`src/rtl/present_ctr_mode_if.sv`:
```
// Data-path handshake bundle for present_ctr_mode: input blocks (din) and
// result blocks (dout), each a valid/ready pair.
interface present_ctr_mode_if;
    logic [63:0] din;
    logic        din_valid;
    logic        din_ready;
    logic [63:0] dout;
    logic        dout_valid;
    logic        dout_ready;

    modport master (
        output din, din_valid, dout_ready,
        input  din_ready, dout, dout_valid
    );

    modport slave (
        input  din, din_valid, dout_ready,
        output din_ready, dout, dout_valid
    );
endinterface

```
`src/rtl/present_ctr_mode.sv`:
```
// PRESENT counter-mode wrapper: drives an external PRESENT core with
// iv+counter blocks and XORs each keystream block into the data stream.
module present_ctr_mode #(
    parameter int unsigned CTR_WIDTH = 32
) (
    input  logic              clk,
    input  logic              rst,
    input  logic              start,
    input  logic [63:0]       iv,
    present_ctr_mode_if.slave bus,
    output logic              busy,
    input  logic              core_key_ready,
    output logic [63:0]       core_block_i,
    output logic              core_enc_dec,
    output logic              core_rq,
    input  logic [63:0]       core_block_o,
    input  logic              core_done
);

    typedef enum logic [2:0] {IDLE, KEYWAIT, REQ, CALC, READY} state_t;

    // Counter field mask; the add below cannot carry into the fixed iv bits.
    localparam logic [63:0] CTR_MASK = (64'(1) << CTR_WIDTH) - 64'(1);

    state_t               state;
    state_t               state_next;
    logic [63:0]          iv_reg;
    logic [CTR_WIDTH-1:0] ctr;
    logic [63:0]          ks_reg;
    logic [63:0]          dout_reg;
    logic                 out_valid;
    logic                 calc_armed;
    logic                 ready_int;
    logic                 din_fire;
    logic                 ks_load;
    logic                 ks_drop;

    // Combinational from registers that only change in READY or on start,
    // so it stays stable for the whole REQ..CALC window.
    assign core_block_i = (iv_reg & ~CTR_MASK) | ((iv_reg + 64'(ctr)) & CTR_MASK);
    assign core_enc_dec = 1'b0;
    assign busy         = (state != IDLE);
    assign din_fire     = ready_int & bus.din_valid;
    assign ks_drop      = ((state == CALC) || (state == READY)) && !core_key_ready;

    assign bus.din_ready  = ready_int;
    assign bus.dout       = dout_reg;
    assign bus.dout_valid = out_valid;

    always_ff @(posedge clk) begin
        if (rst) state <= IDLE;
        else     state <= state_next;
    end

    always_comb begin
        state_next = state;
        ready_int  = 1'b0;
        core_rq    = 1'b0;
        ks_load    = 1'b0;
        case (state)
            IDLE: ;
            KEYWAIT: if (core_key_ready) state_next = REQ;
            REQ: begin
                core_rq    = 1'b1;
                state_next = CALC;
            end
            CALC: begin
                // calc_armed is low on the first CALC cycle: done may still be
                // high from the previous request there.
                if (!core_key_ready) begin
                    state_next = KEYWAIT;
                end else if (calc_armed && core_done) begin
                    ks_load    = 1'b1;
                    state_next = READY;
                end
            end
            READY: begin
                ready_int = !start && (!out_valid || bus.dout_ready);
                if (!core_key_ready)                 state_next = KEYWAIT;
                else if (ready_int && bus.din_valid) state_next = REQ;
            end
            default: state_next = IDLE;
        endcase
        if (start) state_next = KEYWAIT;
    end

    always_ff @(posedge clk) begin
        if (rst) begin
            iv_reg     <= '0;
            ctr        <= '0;
            ks_reg     <= '0;
            dout_reg   <= '0;
            out_valid  <= 1'b0;
            calc_armed <= 1'b0;
        end else begin
            calc_armed <= (state == CALC);
            if (start) begin
                iv_reg    <= iv;
                ctr       <= '0;
                ks_reg    <= '0;
                out_valid <= 1'b0;
            end else begin
                if (ks_load)      ks_reg <= core_block_o;
                else if (ks_drop) ks_reg <= '0;
                if (din_fire) begin
                    dout_reg  <= bus.din ^ ks_reg;
                    out_valid <= 1'b1;
                    ctr       <= ctr + CTR_WIDTH'(1);
                end else if (out_valid && bus.dout_ready) begin
                    out_valid <= 1'b0;
                end
            end
        end
    end

endmodule

```
`src/flat_wrapper.sv`:
```
// flat-port wrapper written by rule: the top's interface ports become plain ports
module present_ctr_mode_flat 
#(
    parameter int unsigned CTR_WIDTH = 32
)
  (clk, rst, start, iv, busy, core_key_ready, core_block_i, core_enc_dec, core_rq, core_block_o, core_done, bus_din, bus_din_valid, bus_dout_ready, bus_din_ready, bus_dout, bus_dout_valid);
  present_ctr_mode_if bus_i ();
  input  logic clk;
  input  logic rst;
  input  logic start;
  input  logic [63:0] iv;
  output logic busy;
  input  logic core_key_ready;
  output logic [63:0] core_block_i;
  output logic core_enc_dec;
  output logic core_rq;
  input  logic [63:0] core_block_o;
  input  logic core_done;
  input wire logic [$bits(bus_i.din)-1:0] bus_din;
  input wire logic [$bits(bus_i.din_valid)-1:0] bus_din_valid;
  input wire logic [$bits(bus_i.dout_ready)-1:0] bus_dout_ready;
  output wire logic [$bits(bus_i.din_ready)-1:0] bus_din_ready;
  output wire logic [$bits(bus_i.dout)-1:0] bus_dout;
  output wire logic [$bits(bus_i.dout_valid)-1:0] bus_dout_valid;
  assign bus_i.din = bus_din;
  assign bus_i.din_valid = bus_din_valid;
  assign bus_i.dout_ready = bus_dout_ready;
  assign bus_din_ready = bus_i.din_ready;
  assign bus_dout = bus_i.dout;
  assign bus_dout_valid = bus_i.dout_valid;
  present_ctr_mode #(.CTR_WIDTH(CTR_WIDTH)) u_core (.clk(clk), .rst(rst), .start(start), .iv(iv), .bus(bus_i), .busy(busy), .core_key_ready(core_key_ready), .core_block_i(core_block_i), .core_enc_dec(core_enc_dec), .core_rq(core_rq), .core_block_o(core_block_o), .core_done(core_done));
endmodule
```
`config.mk`:
```
export PLATFORM = sky130hd
export DESIGN_NAME = present_ctr_mode_flat
export DESIGN_NICKNAME = d
export VERILOG_FILES = /design/src/rtl/present_ctr_mode_if.sv /design/src/rtl/present_ctr_mode.sv /design/src/flat_wrapper.sv
export SDC_FILE = /design/constraint.sdc
export NUM_CORES = 1
export LEC_CHECK = 0
export BUFFER_PORTS_ARGS = -buffer_cell sky130_fd_sc_hd__buf_2
export CAP_MARGIN = 5
export CORE_MARGIN = 1
export CORE_UTILIZATION = 45
export CTS_CLUSTER_SIZE = 8
export DETAILED_ROUTE_END_ITERATION = 6
export PLACE_DENSITY = 0.68
export SLEW_MARGIN = 20
export SYNTH_ARGS = -nofsm -noshare
export SYNTH_HDL_FRONTEND = slang
export SYNTH_SLANG_ARGS = --single-unit
```
`constraint.sdc`:
```
create_clock -name clk -period 2.8 [get_ports clk]
set_input_delay 0.14 -clock clk [delete_from_list [all_inputs] [get_ports clk]]
set_output_delay 0.14 -clock clk [all_outputs]
set_load 0.1 [all_outputs]
```
==> flow_metrics.env, run 1 <==
export IMPL_wl_met2_um=18120
export IMPL_cts_made_buffers=34
export IMPL_clock_skew_ps=18.31
export IMPL_numPortBuffers=330
export IMPL_worst_hold_slack_ps=22.97
export IMPL_drive_gt1_share_pct=31.44
export IMPL_max_freq_mhz=310.7
export IMPL_rows=56
export IMPL_hold_violations=0
export IMPL_cp_end_kind="primary output"
export IMPL_antenna_found_initial=3
export IMPL_rsz0062_at_grt="yes"
export IMPL_yosysWarnings=0
export IMPL_async_reset_ff_share_pct=0
export IMPL_violations="setup timing"
export IMPL_via_per_inst=5.323
export IMPL_path_class="reg2out"
export IMPL_hold_path_depth=3
export IMPL_cts_root_buf="clkbuf_16"
export IMPL_relSlewSlack_pct=41.22
export IMPL_synthFlopType="dfxtp_1"
export IMPL_stdcell_count=2049
export IMPL_syn_area_sq_um=10820
export IMPL_drtIter0Drc=733
export IMPL_cts_buffer_depth=3
export IMPL_gr_total_overflow=0
export IMPL_grt_max_degree=131
export IMPL_ir_worst_vdd_mv=0.4978
export IMPL_setup_violations=19
export IMPL_synth_ff_latch_count=229
export IMPL_synth_fp_nets=1451
export IMPL_place_congestion=0.9428
export IMPL_die_area_sq_um=24680
export IMPL_cp_arrival_ps=3080
export IMPL_syn_mean_instance_area_sq_um=8.880
export IMPL_start_util_pct=45.98
export IMPL_synth_edf_count=0
export IMPL_place_ws_ps=-156.5
export IMPL_p_per_area_nw_per_um2=498.0
export IMPL_worstSetupStartpointType="flip-flop"
export IMPL_dieWidth_um=157.1
export IMPL_drtPass1Iterations=7
export IMPL_fill_cells=1645
export IMPL_layout_commonest_cell="buf_2"
export IMPL_area_growth_pct=55.84
export IMPL_post_route_period_util_pct=114.9
export IMPL_dpl_instance_area_sq_um=13200
export IMPL_htreeDepth=2
export IMPL_clock_sinks=229
export IMPL_setup_ws_ps=-418.5
export IMPL_routedLengthMet1_um=13980
export IMPL_leakage_nw=6.994
export IMPL_synthCells=1219
export IMPL_grt_pass1_wl_um=55040
export IMPL_grt_total_usage_pct=28.05
export IMPL_final_cell_mix="buf_2, nor2_1, dfxtp_1"
export IMPL_fin_area_sq_um=16870
export IMPL_core_area_sq_um=23540
export IMPL_hpwl_um=21360
export IMPL_die_h_um=157.1
export IMPL_yosysSeqAreaShare_pct=42.35
export IMPL_clock_latency_ps=500
export IMPL_required_ps=2660
export IMPL_dp_cells=1794
export IMPL_grt_pass1_vias=11130
export IMPL_utilization_pct=71.65
export IMPL_cts_tree="done"
export IMPL_wl_per_cell_um=17.55
export IMPL_highest_layer="met4"
export IMPL_routed_wl_um=35970
export IMPL_synth_distinct_cells=59
export IMPL_layout_min_cycle_time_ps=3219
export IMPL_boundaryPins=332
export IMPL_clk_pin_slew_worst_paths_ps=50
export IMPL_r2r_cells=5
export IMPL_status="complete, but fails checks"
export IMPL_ant_nets=0
export IMPL_crit_fanout=3
export IMPL_drc=0
export IMPL_wl_met3_um=2456
export IMPL_worstMarginPinSlew_ps=881.8
export IMPL_maxCapViolations=0
export IMPL_drv_slew=0
export IMPL_hp_class="in2reg"
export IMPL_finalSetupTns_ps=-4207
export IMPL_num_vias=10910
export IMPL_final_nets=1956
export IMPL_finalPower_mw=8.400
layer usage:
layer	track usage, %	up-vias
li1	-	5229
met1	31.80	5138
met2	49.61	432
met3	6.773	107
met4	12.90	0
met5	0	-
cell type report:
class                   count  area, sq um  area share, %
clock inverters             2        36.28         0.2151
flip-flops and latches    229         4606          27.30
diodes                      3        7.507        0.04450
inverters                  16        60.06         0.3560
clock buffers              37        862.1          5.111
multi-input cells         862         6451          38.24
well taps                 319        399.1          2.366
repair buffers            581         4447          26.36
power breakdown:
part | internal, mW | switching (mW) | leakage [nW] | total (mW)
combinational | 0.565 | 0.880 | 4.69 | 1.44
sequential | 3.33 | 0.0477 | 1.86 | 3.38
clock | 2.17 | 1.41 | 0.439 | 3.57
critical path, cell delays in order (launching register included):
cell	delay, ps
dfxtp_2	330
ha_4	160
fa_2	370
a21o_1	210
a221o_1	370
a211oi_4	340
buf_4	190
o21ai_4	70
a31oi_4	190
xnor2_2	150
buf_12	200
cells in the mapped netlist (3+ instances only):
| library cell | n | area (sq um) |
|---|---|---|
| o211a_1 | 3 | 30.03 |
| buf_6 | 7 | 78.83 |
| and4_1 | 5 | 43.79 |
| o21a_1 | 3 | 22.52 |
| o21ai_0 | 32 | 160.2 |
| o21bai_1 | 5 | 37.54 |
| nand2_1 | 40 | 150.1 |
| or2_2 | 5 | 31.28 |
| buf_4 | 34 | 255.2 |
| a21oi_1 | 43 | 215.2 |
| xor2_1 | 16 | 140.1 |
| ha_1 | 32 | 400.4 |
| xnor2_1 | 103 | 902.1 |
| nor2_1 | 255 | 957.2 |
| nor3_1 | 21 | 105.1 |
| nand4_1 | 15 | 93.84 |
| a22oi_1 | 66 | 495.5 |
| a31oi_1 | 4 | 25.02 |
| clkbuf_1 | 55 | 206.5 |
| inv_1 | 16 | 60.06 |
| buf_2 | 11 | 55.05 |
| a211oi_1 | 69 | 518.0 |
| nor4_1 | 3 | 18.77 |
| a21o_1 | 8 | 60.06 |
| nand3_1 | 18 | 90.09 |
| or3_1 | 7 | 43.79 |
| buf_1 | 5 | 18.77 |
| dfxtp_1 | 229 | 4584 |
| and3_1 | 7 | 43.79 |
| mux2i_1 | 65 | 650.6 |
what timing repair did:
action | CTS | global route
setup buffers | 11 | 13
endpoints found under the setup margin | 26 | 25
hold buffers | 191 | 0
pin swaps | 18 | 22
gates resized for setup | 85 | 52
endpoints found under the hold margin | 191 | 0
cells by family after synthesis:
family          share of synthesized area, %
other cells                          0.03464
flops                                  42.35
buf+inv                                6.231
fa+ha+maj                              3.884
xor+xnor                               9.629
mux                                    6.011
simple gates                           15.67
compound gates                         16.18
worst paths after layout:
check                                       start             endpoint  slack (ps)
worst min-delay path               core_key_ready      u_core.state[1]          20
worst min register to register  u_core.iv_reg[53]    u_core.iv_reg[53]         490
worst max register to register    u_core.state[2]  u_core.bus.dout[49]         420
worst max-delay path                u_core.ctr[0]     core_block_i[28]        -420
Note: power is estimated with default switching activity, not from simulation.
==> run 2: changes to the inputs <==
SKIP_LAST_GASP = 1   (was unset)
==> flow_metrics.env, run 2 (same netlist as run 1, synthesis figures left out) <==
export IMPL_status="complete, but fails checks"
export IMPL_violations="setup timing"
export IMPL_dieWidth_um=157.1
export IMPL_antenna_found_initial=3
export IMPL_cts_tree="done"
export IMPL_clk_pin_slew_worst_paths_ps=50
export IMPL_setup_ws_ps=-428.2
export IMPL_final_cell_mix="buf_2, nor2_1, dfxtp_1"
export IMPL_crit_family="compound AO/OA/AOI/OAI gates"
export IMPL_r2r_cells=5
export IMPL_rsz0062_at_grt="yes"
export IMPL_place_congestion=0.9428
export IMPL_numPortBuffers=330
export IMPL_cts_buffer_depth=3
export IMPL_cp_end_kind="primary output"
export IMPL_worstSetupStartpointType="flip-flop"
export IMPL_relSlewSlack_pct=41.42
export IMPL_crit_fanout=3
export IMPL_core_area_sq_um=23540
export IMPL_hpwl_um=21360
export IMPL_drc=0
export IMPL_hold_path_depth=3
export IMPL_htreeDepth=2
export IMPL_stdcell_count=2048
export IMPL_die_area_sq_um=24680
export IMPL_start_util_pct=45.98
export IMPL_path_class="reg2out"
export IMPL_required_ps=2660
export IMPL_fill_cells=1655
export IMPL_cts_made_buffers=34
export IMPL_ant_nets=0
export IMPL_r2r_start="u_core.state[2]"
export IMPL_worstMarginPinSlew_ps=878.7
export IMPL_drtIter0Drc=806
export IMPL_dp_cells=1794
export IMPL_cp_num_cells=10
export IMPL_clock_latency_ps=500
export IMPL_cts_root_buf="clkbuf_16"
export IMPL_num_vias=10920
export IMPL_crit_end="core_block_i[28]"
export IMPL_rows=56
export IMPL_wl_per_cell_um=17.59
export IMPL_r2r_end="u_core.bus.dout[49]"
export IMPL_worst_path_max_delay_cell="a221o_1"
export IMPL_boundaryPins=332
export IMPL_final_nets=1955
export IMPL_max_freq_mhz=309.8
export IMPL_leakage_nw=6.979
export IMPL_via_per_inst=5.332
export IMPL_grt_total_usage_pct=28.04
export IMPL_die_h_um=157.1
export IMPL_layout_min_cycle_time_ps=3228
export IMPL_drive_gt1_share_pct=31.40
export IMPL_hp_class="in2reg"
export IMPL_cp_arrival_ps=3090
export IMPL_setup_violations=19
export IMPL_cp_cell_sequence="ha_4 > fa_2 > a21o_1 > a221o_1 > a211oi_4 > buf_4 > o21ai_4 > a31oi_4 > xnor2_2 > buf_12"
export IMPL_post_route_period_util_pct=115.3
export IMPL_grt_max_degree=131
export IMPL_grt_pass1_wl_um=55020
export IMPL_drtPass1Iterations=5
export IMPL_crit_start="u_core.ctr[0]"
export IMPL_gr_total_overflow=0
export IMPL_ir_worst_vdd_mv=0.4993
export IMPL_drv_slew=0
export IMPL_rrSetupSlack_ps=420
export IMPL_max_stage_delay_ps=380
export IMPL_area_growth_pct=55.53
export IMPL_clock_sinks=229
export IMPL_clock_skew_ps=19.01
export IMPL_grt_pass1_vias=11130
export IMPL_crit_buf_inv=2
export IMPL_hold_violations=0
export IMPL_finalPower_mw=8.403
export IMPL_p_per_area_nw_per_um2=499.1
export IMPL_routed_wl_um=36020
export IMPL_maxCapViolations=0
export IMPL_layout_commonest_cell="buf_2"
run 2: layout make-up:
cell class | instances | area (sq um) | share of cell area [%]
antenna | 3 | 7.507 | 0.04459
clock buffer | 37 | 862.1 | 5.121
clock inverter | 2 | 36.28 | 0.2155
inverter | 16 | 60.06 | 0.3567
multi-input combinational | 862 | 6437 | 38.24
sequential | 229 | 4606 | 27.36
tap | 319 | 399.1 | 2.371
timing repair buffer | 580 | 4427 | 26.30
run 2: stage by stage:
step	TNS [ps]	utilization (%)	setup WS [ps]	hold slack (ps)	area, sq um
floorplan	-611.9	-	-462.4	287.2	11080
global placement	-155.5	56.08	-155.5	371.0	13200
detailed placement	-214.6	56.08	-156.5	380.6	13200
CTS	-3060	70.01	-440.6	1.737	16480
global route	-5211	71.51	-494.1	27.98	16830
finish	-3760	71.51	-428.2	22.17	16830
run 2: per-layer routing:
metal | wire length (um) | track usage [%] | vias to the layer above
li1 | - | - | 5228
met4 | 1489 | 12.90 | 0
met1 | 13910 | 31.78 | 5107
met5 | 0 | 0 | -
met3 | 2509 | 6.773 | 119
met2 | 18110 | 49.61 | 465
run 2: worst min-delay path by stage:
stage / slack (ps) / from / to
final: 20 / core_key_ready / u_core.state[1]
after detailed placement: 380 / iv[42] / u_core.iv_reg[42]
after global routing: 30 / bus_din[43] / u_core.bus.dout[43]
after CTS: 2 / core_key_ready / u_core.state[1]
after floorplan: 290 / iv[0] / u_core.iv_reg[0]
after global placement: 370 / iv[63] / u_core.iv_reg[63]
run 2: repair_timing:
item	in CTS	in global routing
buffers inserted	11	12
gates resized for setup	83	45
pin swaps	18	19
setup endpoints to repair	26	25
hold buffers	191	0
endpoints found under the hold margin	191	0
run 2: worst min-delay path: cells and delay by family:
| family | cells | cell delay, ps |
|---|---|---|
| buf+inv | 1 | 180 |
| compound gates | 1 | 90 |
| simple gates | 1 | 80 |
run 2: power by group:
| part | internal, mW | switching, mW |
|---|---|---|
| Combinational | 0.562 | 0.881 |
| Clock | 2.17 | 1.41 |
| Sequential | 3.33 | 0.0474 |
| Total | 6.06 | 2.34 |
